--- config.mk ---
export PLATFORM = sky130hd
export DESIGN_NAME = control_sequencer
export DESIGN_NICKNAME = d
export VERILOG_FILES = /design/src/rtl/seq_pkg.sv /design/src/rtl/seq_decode.sv /design/src/rtl/control_sequencer.sv
export SDC_FILE = /design/constraint.sdc
export NUM_CORES = 1
export LEC_CHECK = 0
export CELL_PAD_IN_SITES_DETAIL_PLACEMENT = 0
export CELL_PAD_IN_SITES_GLOBAL_PLACEMENT = 1
export CORE_MARGIN = 3
export CORE_UTILIZATION = 33
export CTS_CLUSTER_DIAMETER = 40
export DETAILED_ROUTE_END_ITERATION = 7
export HOLD_SLACK_MARGIN = 0.06
export PLACE_DENSITY = 0.89
export SLEW_MARGIN = 40
export SYNTH_ARGS = -nofsm -noshare
export SYNTH_HDL_FRONTEND = slang
export SYNTH_SLANG_ARGS = --single-unit
--- constraint.sdc ---
create_clock -name Clock -period 3.65 [get_ports Clock]
set_clock_uncertainty 0.15 [all_clocks]
set_input_delay 0.365 -clock Clock [delete_from_list [all_inputs] [get_ports Clock]]
set_output_delay 0.365 -clock Clock [all_outputs]
set_load 0.005 [all_outputs]
--- src/rtl/seq_pkg.sv ---
// seq_pkg: shared types for the control sequencer
// state encoding, opcode map and class decode
package seq_pkg;

  typedef enum logic [3:0] {
    S_RESET, S_T0, S_T1, S_T2, S_T3,
    S_T4, S_T5, S_T6, S_T7, S_HALT
  } state_t;

  typedef enum logic [3:0] {
    C_R, C_I, C_LD, C_ST, C_MD, C_BR,
    C_JR, C_IN, C_OUT, C_NOP, C_HALT, C_ILL
  } cls_t;

  localparam logic [31:0] OP_ADD   = 32'd0;
  localparam logic [31:0] OP_R_MAX = 32'd10;
  localparam logic [31:0] OP_ADDI  = 32'd11;
  localparam logic [31:0] OP_ANDI  = 32'd12;
  localparam logic [31:0] OP_ORI   = 32'd13;
  localparam logic [31:0] OP_LD    = 32'd14;
  localparam logic [31:0] OP_ST    = 32'd15;
  localparam logic [31:0] OP_MUL   = 32'd16;
  localparam logic [31:0] OP_DIV   = 32'd17;
  localparam logic [31:0] OP_BR    = 32'd18;
  localparam logic [31:0] OP_JR    = 32'd19;
  localparam logic [31:0] OP_IN    = 32'd20;
  localparam logic [31:0] OP_OUT   = 32'd21;
  localparam logic [31:0] OP_NOP   = 32'd22;
  localparam logic [31:0] OP_HALT  = 32'd23;

  function automatic cls_t decode_class(
    input logic [31:0] op
  );
    cls_t c;
    c = C_ILL;
    if (op <= OP_R_MAX) c = C_R;
    else if (op >= OP_ADDI && op <= OP_ORI) c = C_I;
    else if (op == OP_LD) c = C_LD;
    else if (op == OP_ST) c = C_ST;
    else if (op == OP_MUL || op == OP_DIV) c = C_MD;
    else if (op == OP_BR) c = C_BR;
    else if (op == OP_JR) c = C_JR;
    else if (op == OP_IN) c = C_IN;
    else if (op == OP_OUT) c = C_OUT;
    else if (op == OP_NOP) c = C_NOP;
    else if (op == OP_HALT) c = C_HALT;
    return c;
  endfunction

  // last execute step of each class
  function automatic state_t last_state(
    input cls_t c
  );
    state_t s;
    case (c)
      C_R, C_I: s = S_T5;
      C_LD, C_ST: s = S_T7;
      C_MD, C_BR: s = S_T6;
      C_JR, C_IN, C_OUT: s = S_T3;
      default: s = S_T2;
    endcase
    return s;
  endfunction

endpackage

--- src/rtl/seq_decode.sv ---
// seq_decode: opcode field extraction
// and instruction class lookup
module seq_decode
  import seq_pkg::*;
#(
  parameter int DATA_W   = 32,
  parameter int OPCODE_W = 5
)(
  input  logic [DATA_W-1:0]   ir,
  output logic [OPCODE_W-1:0] op,
  output cls_t                cls
);

  logic unused_ir;

  assign op = ir[DATA_W-1 -: OPCODE_W];
  assign cls = decode_class(32'(op));
  assign unused_ir = ^ir[DATA_W-OPCODE_W-1:0];

endmodule

--- src/rtl/control_sequencer.sv ---
// control_sequencer: hardwired T-state control
// unit with memory wait timeout and retire count
module control_sequencer
  import seq_pkg::*;
#(
  parameter int DATA_W   = 32,
  parameter int OPCODE_W = 5,
  parameter int WAIT_MAX = 15
)(
  input  logic                Clock,
  input  logic                clear,
  input  logic [DATA_W-1:0]   IR,
  input  logic                CON_FF,
  input  logic                mem_ready,
  input  logic                start,
  input  logic                stop,
  output logic                PCout,
  output logic                MARin,
  output logic                MDRin,
  output logic                Read,
  output logic                Write,
  output logic                MDRout,
  output logic                IRin,
  output logic                PCin,
  output logic                IncPC,
  output logic                Gra,
  output logic                Grb,
  output logic                Grc,
  output logic                Rin,
  output logic                Rout,
  output logic                BAout,
  output logic                Yin,
  output logic                Zin,
  output logic                Zlowout,
  output logic                Zhighout,
  output logic                Cout,
  output logic                HIin,
  output logic                LOin,
  output logic                CONin,
  output logic                Inportout,
  output logic                Outportin,
  output logic [OPCODE_W-1:0] opcode,
  output logic                run,
  output logic                illegal,
  output logic                mem_err,
  output logic [DATA_W-1:0]   instr_retired
);

  localparam int CW = $clog2(WAIT_MAX + 1);

  state_t              state;
  state_t              next;
  cls_t                cls;
  logic [OPCODE_W-1:0] op;
  logic [CW-1:0]       wait_cnt;
  logic                stop_q;
  logic                mem_wait;
  logic                adv;
  logic                timeout;
  logic                retire;
  logic                expired;
  logic                halt_req;

  seq_decode #(
    .DATA_W  (DATA_W),
    .OPCODE_W(OPCODE_W)
  ) u_decode (
    .ir (IR),
    .op (op),
    .cls(cls)
  );

  assign run = (state != S_RESET)
            && (state != S_HALT);
  assign expired = !mem_ready
    && (wait_cnt == CW'(WAIT_MAX - 1));
  assign halt_req = stop || stop_q
                 || (cls == C_HALT);

  // next state and strobes from registered state
  always_comb begin
    next = state;
    {PCout, MARin, MDRin, Read, Write,
     MDRout, IRin, PCin, IncPC, Gra,
     Grb, Grc, Rin, Rout, BAout,
     Yin, Zin, Zlowout, Zhighout, Cout,
     HIin, LOin, CONin, Inportout,
     Outportin} = 25'b0;
    opcode   = OPCODE_W'(OP_ADD);
    illegal  = 1'b0;
    mem_wait = 1'b0;
    adv      = 1'b0;
    timeout  = 1'b0;
    retire   = 1'b0;
    unique case (state)
      S_RESET: next = S_T0;
      S_HALT: begin
        if (start && !stop) next = S_T0;
      end
      S_T0: begin
        PCout = 1'b1;
        MARin = 1'b1;
      end
      S_T1: begin
        Read     = 1'b1;
        MDRin    = 1'b1;
        mem_wait = 1'b1;
        PCin     = mem_ready;
        IncPC    = mem_ready;
      end
      S_T2: begin
        MDRout  = 1'b1;
        IRin    = 1'b1;
        illegal = (cls == C_ILL);
      end
      S_T3: begin
        case (cls)
          C_R, C_I: begin
            Grb = 1'b1; Rout = 1'b1; Yin = 1'b1;
          end
          C_LD, C_ST: begin
            Grb = 1'b1; BAout = 1'b1; Yin = 1'b1;
          end
          C_MD: begin
            Gra = 1'b1; Rout = 1'b1; Yin = 1'b1;
          end
          C_BR: begin
            Gra = 1'b1; Rout = 1'b1; CONin = 1'b1;
          end
          C_JR: begin
            Gra = 1'b1; Rout = 1'b1; PCin = 1'b1;
          end
          C_IN: begin
            Inportout = 1'b1; Gra = 1'b1; Rin = 1'b1;
          end
          C_OUT: begin
            Gra = 1'b1; Rout = 1'b1; Outportin = 1'b1;
          end
          default: ;
        endcase
      end
      S_T4: begin
        case (cls)
          C_R: begin
            Grc = 1'b1; Rout = 1'b1; Zin = 1'b1;
          end
          C_I, C_LD, C_ST: begin
            Cout = 1'b1; Zin = 1'b1;
          end
          C_MD: begin
            Grb = 1'b1; Rout = 1'b1; Zin = 1'b1;
          end
          C_BR: begin
            PCout = 1'b1; Yin = 1'b1;
          end
          default: ;
        endcase
      end
      S_T5: begin
        case (cls)
          C_R, C_I: begin
            Zlowout = 1'b1; Gra = 1'b1; Rin = 1'b1;
          end
          C_LD, C_ST: begin
            Zlowout = 1'b1; MARin = 1'b1;
          end
          C_MD: begin
            Zlowout = 1'b1; LOin = 1'b1;
          end
          C_BR: begin
            Cout = 1'b1; Zin = 1'b1;
          end
          default: ;
        endcase
      end
      S_T6: begin
        case (cls)
          C_LD: begin
            Read = 1'b1; MDRin = 1'b1;
            mem_wait = 1'b1;
          end
          C_ST: begin
            Gra = 1'b1; Rout = 1'b1; MDRin = 1'b1;
          end
          C_MD: begin
            Zhighout = 1'b1; HIin = 1'b1;
          end
          C_BR: begin
            Zlowout = CON_FF; PCin = CON_FF;
          end
          default: ;
        endcase
      end
      S_T7: begin
        case (cls)
          C_LD: begin
            MDRout = 1'b1; Gra = 1'b1; Rin = 1'b1;
          end
          C_ST: begin
            Write = 1'b1;
            mem_wait = 1'b1;
          end
          default: ;
        endcase
      end
      default: next = S_RESET;
    endcase
    if (run && (state inside {S_T3, S_T4,
        S_T5, S_T6, S_T7})
        && (cls inside {C_R, C_I, C_MD}))
      opcode = op;
    if (run) begin
      adv = !mem_wait || mem_ready;
      timeout = mem_wait && expired;
      if (timeout) begin
        next = S_HALT;
      end else if (adv
          && state == last_state(cls)) begin
        next = halt_req ? S_HALT : S_T0;
        retire = (cls != C_ILL);
      end else if (adv) begin
        next = state_t'(state + 4'd1);
      end
    end
  end

  // state, wait timer, error, stop latch, retire count
  always_ff @(posedge Clock or negedge clear) begin
    if (!clear) begin
      state         <= S_RESET;
      wait_cnt      <= '0;
      mem_err       <= 1'b0;
      stop_q        <= 1'b0;
      instr_retired <= '0;
    end else begin
      state <= next;
      if (mem_wait && !mem_ready && !timeout)
        wait_cnt <= wait_cnt + CW'(1);
      else
        wait_cnt <= '0;
      if (timeout)
        mem_err <= 1'b1;
      stop_q <= run && (stop || stop_q)
             && (next != S_T0)
             && (next != S_HALT);
      if (retire)
        instr_retired <= instr_retired
                       + DATA_W'(1);
    end
  end

endmodule

==> impl_metrics.csv <==
group,metric,value,unit
floorplanning,pin_count,103,
sta,hold-worst-slack,0.322,ns
floorplanning,die_area,9940,µm²
sta,tns,0,ns
worst_hold_path,hp-start,"mem_err$_DFFE_PN0P_",
sta,max_slew_margin,0.537,
routing,vias,2807,
routing,wl_met3,408,µm
logic_synthesis,syn_area,2900,µm²
logic_synthesis,yosysTopAreaCell,"dfrtp_1",
sta,setup_viol,0,
logic_synthesis,synthArstFlopShare,1.00,
logic_synthesis,ys.flop_type,"dfrtp_1",
floorplanning,initial_core_util,0.346,
cts,htree_levels,2,
pwr,sw_frac_of_total,0.395,
sta,slew_violations,0,
floorplanning,die_y,99.7,µm
logic_synthesis,yosysSeqAreaShare,0.363,
pwr,p_comb_frac,0.460,
logic_synthesis,yosysTopAreaCellShare,0.363,
logic_synthesis,synth_edf_count,0,
setup_path,cp_max_fo,13,
routing,viasPerCell,5.42,
routing,wl_per_cell,15.2,µm
sta,max_freq,301,MHz
logic_synthesis,netlist_instances,336,
setup_path,path_class,"input port to output pin",
logic_synthesis,ys_types,61,
routing,drc,0,
logic_synthesis,ys_warn_count,0,
logic_synthesis,synth_fp_nets,381,
run,maxCapViolCount,0,
sta,hold_viol,0,
global_route,grt_max_degree,43,
global_route,grt_usage,0.159,
setup_path,cp.arrival,2.81,ns
cts,root_buffer,"clkbuf_8",
layout,postLayoutCoreUtil,0.461,
cts,cts.sinks,42,
pwr,power.density,442,nW/µm²
cts,cts_tree,"yes",
layout,nets,457,
cts,cts_buffer_depth,2,
sta,worstMarginPinSlew,0.692,ns
placement,globalplace.congestion,0.883,
routing,drt_wl_total,7.90,mm
floorplanning,fp-row-count,33,
floorplanning,core-area,8380,µm²
placement,place_area,3760,µm²
logic_synthesis,postSynthAreaPerCell,8.62,µm²
layout,final_cell_area,3860,µm²
worst_hold_path,hp-class,"register to register",
cts,cts-resized-gates,0,
routing,dr_wl_met2,3.71,mm
setup_path,worstReg2RegStart,"state[2]$_DFF_PN0_",
global_route,grt_pass1_vias,2715,
logic_synthesis,synth_area_leaders,"dfrtp_1 (36%), xnor2_1 (6.6%), nand2_1 (5.1%)",
setup_path,endpoint_kind,"output pin",
pwr,power_frac_seq,0.359,
routing,dr.first_iter.drc_count,160,
pwr,fin_total_pwr,0.00171,W
status,status,"complete, no violations",
global_route,grt.overflow.total,0,
global_route,antenna_found_initial,0,
setup_path,cp-start-kind,"input port",
pwr,intPower,0.00103,W
pwr,peakVddDrop,250,µV
placement,io_buffer_count,75,
pwr,static-leakage-power,1.63,nW
sta,final.period_utilization,0.911,
global_route,grt_first_pass_wirelength,13.2,mm
cts,clk_pin_slew_worst_paths,0.07,ns
layout,drive_above_1_share,0.0775,
routing,drt.antenna.violating_nets,0,
logic_synthesis,ys_seq_elements,42,
setup_path,worstSetupStartpoint,"IR[31]",
sta,timing.final.crit_period,3.33,ns
layout,antenna_cells,0,
floorplanning,die_w,99.7,µm
setup_path,critPathRequiredTime,3.13,ns
routing,top_layer_used,"met4",
sta,rsz0062_at_grt,"false",
placement,hpwl,5.93,mm
cts,numCtsBuffers,5,
pwr,switching_power,0.000674,W
layout,syn_to_final_growth,33.3,%
pwr,p_clk_frac,0.180,
routing,wl_met1,3.70,mm
routing,first_pass_iters,5,
cts,clk_latency,0.29,ns
flip-flops by register name (all words and copies together), names as in the netlist:
signal         count
state              4
instr_retired     32
stop_q             1
wait_cnt           4
mem_err            1
power by group through the flow:
stage	Combinational [W]	Sequential, W	Clock, W
after floorplan	0.000544	0.000562	0
after global placement	0.000768	0.000617	0
after detailed placement	0.000780	0.000619	0
after CTS	0.000788	0.000610	0.000314
after global routing	0.000883	0.000623	0.000335
final	0.000786	0.000614	0.000308
final timing paths:
path	end	slack, ns	cells after the start
worst max register to register	stop_q$_DFF_PN0_	0.65	8
min in group asynchronous	instr_retired[31]$_DFFE_PN0P_	0.42	2
worst min-delay path	mem_err$_DFFE_PN0P_	0.32	1
max in group asynchronous	instr_retired[9]$_DFFE_PN0P_	2.54	2
worst max-delay path	Zin	0.32	9
worst min register to register	mem_err$_DFFE_PN0P_	0.32	1
timing repair:
action                     CTS  global route
hold endpoints to repair    42             0
setup endpoints to repair    0             0
hold buffers                 1             0
buffers inserted             0             0
cell usage after synthesis, types with 3 or more instances:
| library cell | instances |
|---|---|
| or2_2 | 3 |
| nor3_1 | 14 |
| a21oi_1 | 11 |
| a32oi_1 | 4 |
| and3_1 | 9 |
| a31oi_1 | 3 |
| nand3_1 | 21 |
| nor2_1 | 26 |
| dfrtp_1 | 42 |
| ha_1 | 7 |
| clkbuf_1 | 6 |
| nor2b_1 | 3 |
| nor4_1 | 7 |
| buf_6 | 3 |
| buf_4 | 3 |
| inv_1 | 10 |
| nand2b_1 | 4 |
| xor2_1 | 13 |
| xnor2_1 | 22 |
| nand4_1 | 11 |
| and2_1 | 7 |
| buf_2 | 6 |
| o211ai_1 | 3 |
| a21o_1 | 4 |
| o21ai_0 | 11 |
| nand2_1 | 39 |
| mux2i_1 | 3 |
cell families after synthesis:
| family | synth area share |
|---|---|
| and+or+nand+nor | 0.295 |
| AOI/OAI and AO/OA | 0.138 |
| DFF | 0.363 |
| xor gates and xnor gates | 0.106 |
| buffers and inverters | 0.0540 |
| adders and majority gates | 0.0302 |
| muxes | 0.0142 |
worst max-delay path, stage by stage:
cell and delay (ns):
clkdlybuf4s50_1 0.76, buf_4 0.26, nand2_1 0.13, nor3_1 0.37
nand2_1 0.09, o21ai_0 0.09, nand2_1 0.09, o21ai_0 0.12
clkdlybuf4s50_1 0.53
per-layer routing:
| layer | vias to the layer above | global-route usage |
|---|---|---|
| met5 | - | 0 |
| met4 | 0 | 0.0315 |
| met3 | 7 | 0.0316 |
| met2 | 78 | 0.261 |
| met1 | 1363 | 0.219 |
| li1 | 1359 | - |
cell type report:
type	instances	area (µm²)
clock buffers	7	86.3
clock inverters	1	5.00
fillers	817	4520
inverters	11	43.8
multi-input cells	264	1700
flip-flops and latches	42	1050
well taps	105	131
repair buffers	88	848
placed cells by master (no fill, tap or decap), types with 3 or more instances in the layout:
cell type | Yosys | routed
xnor2_1 | 22 | 22
nand3_1 | 21 | 21
inv_1 | 10 | 10
xor2_1 | 13 | 13
a31oi_1 | 3 | 3
nand2b_1 | 4 | 4
clkbuf_8 | 0 | 6
a21o_1 | 4 | 4
a32oi_1 | 4 | 4
o211ai_1 | 3 | 3
nand4_1 | 11 | 11
buf_4 | 3 | 13
and3_1 | 9 | 9
o21ai_0 | 11 | 11
nor2b_1 | 3 | 3
nand2_1 | 39 | 39
ha_1 | 7 | 7
or2_2 | 3 | 3
mux2i_1 | 3 | 3
and2_1 | 7 | 7
clkdlybuf4s50_1 | 0 | 74
nor4_1 | 7 | 7
nor3_1 | 14 | 14
dfrtp_1 | 42 | 42
a21oi_1 | 11 | 11
nor2_1 | 26 | 26
through the flow:
stage / setup WS (ns) / std cells
after floorplan: 0.714 / 336
after global placement: 0.126 / 509
after detailed placement: 0.169 / 509
after CTS: 0.346 / 518
after global routing: 0.103 / 518
final: 0.324 / 518
Note: power is estimated with default switching activity, not from simulation.
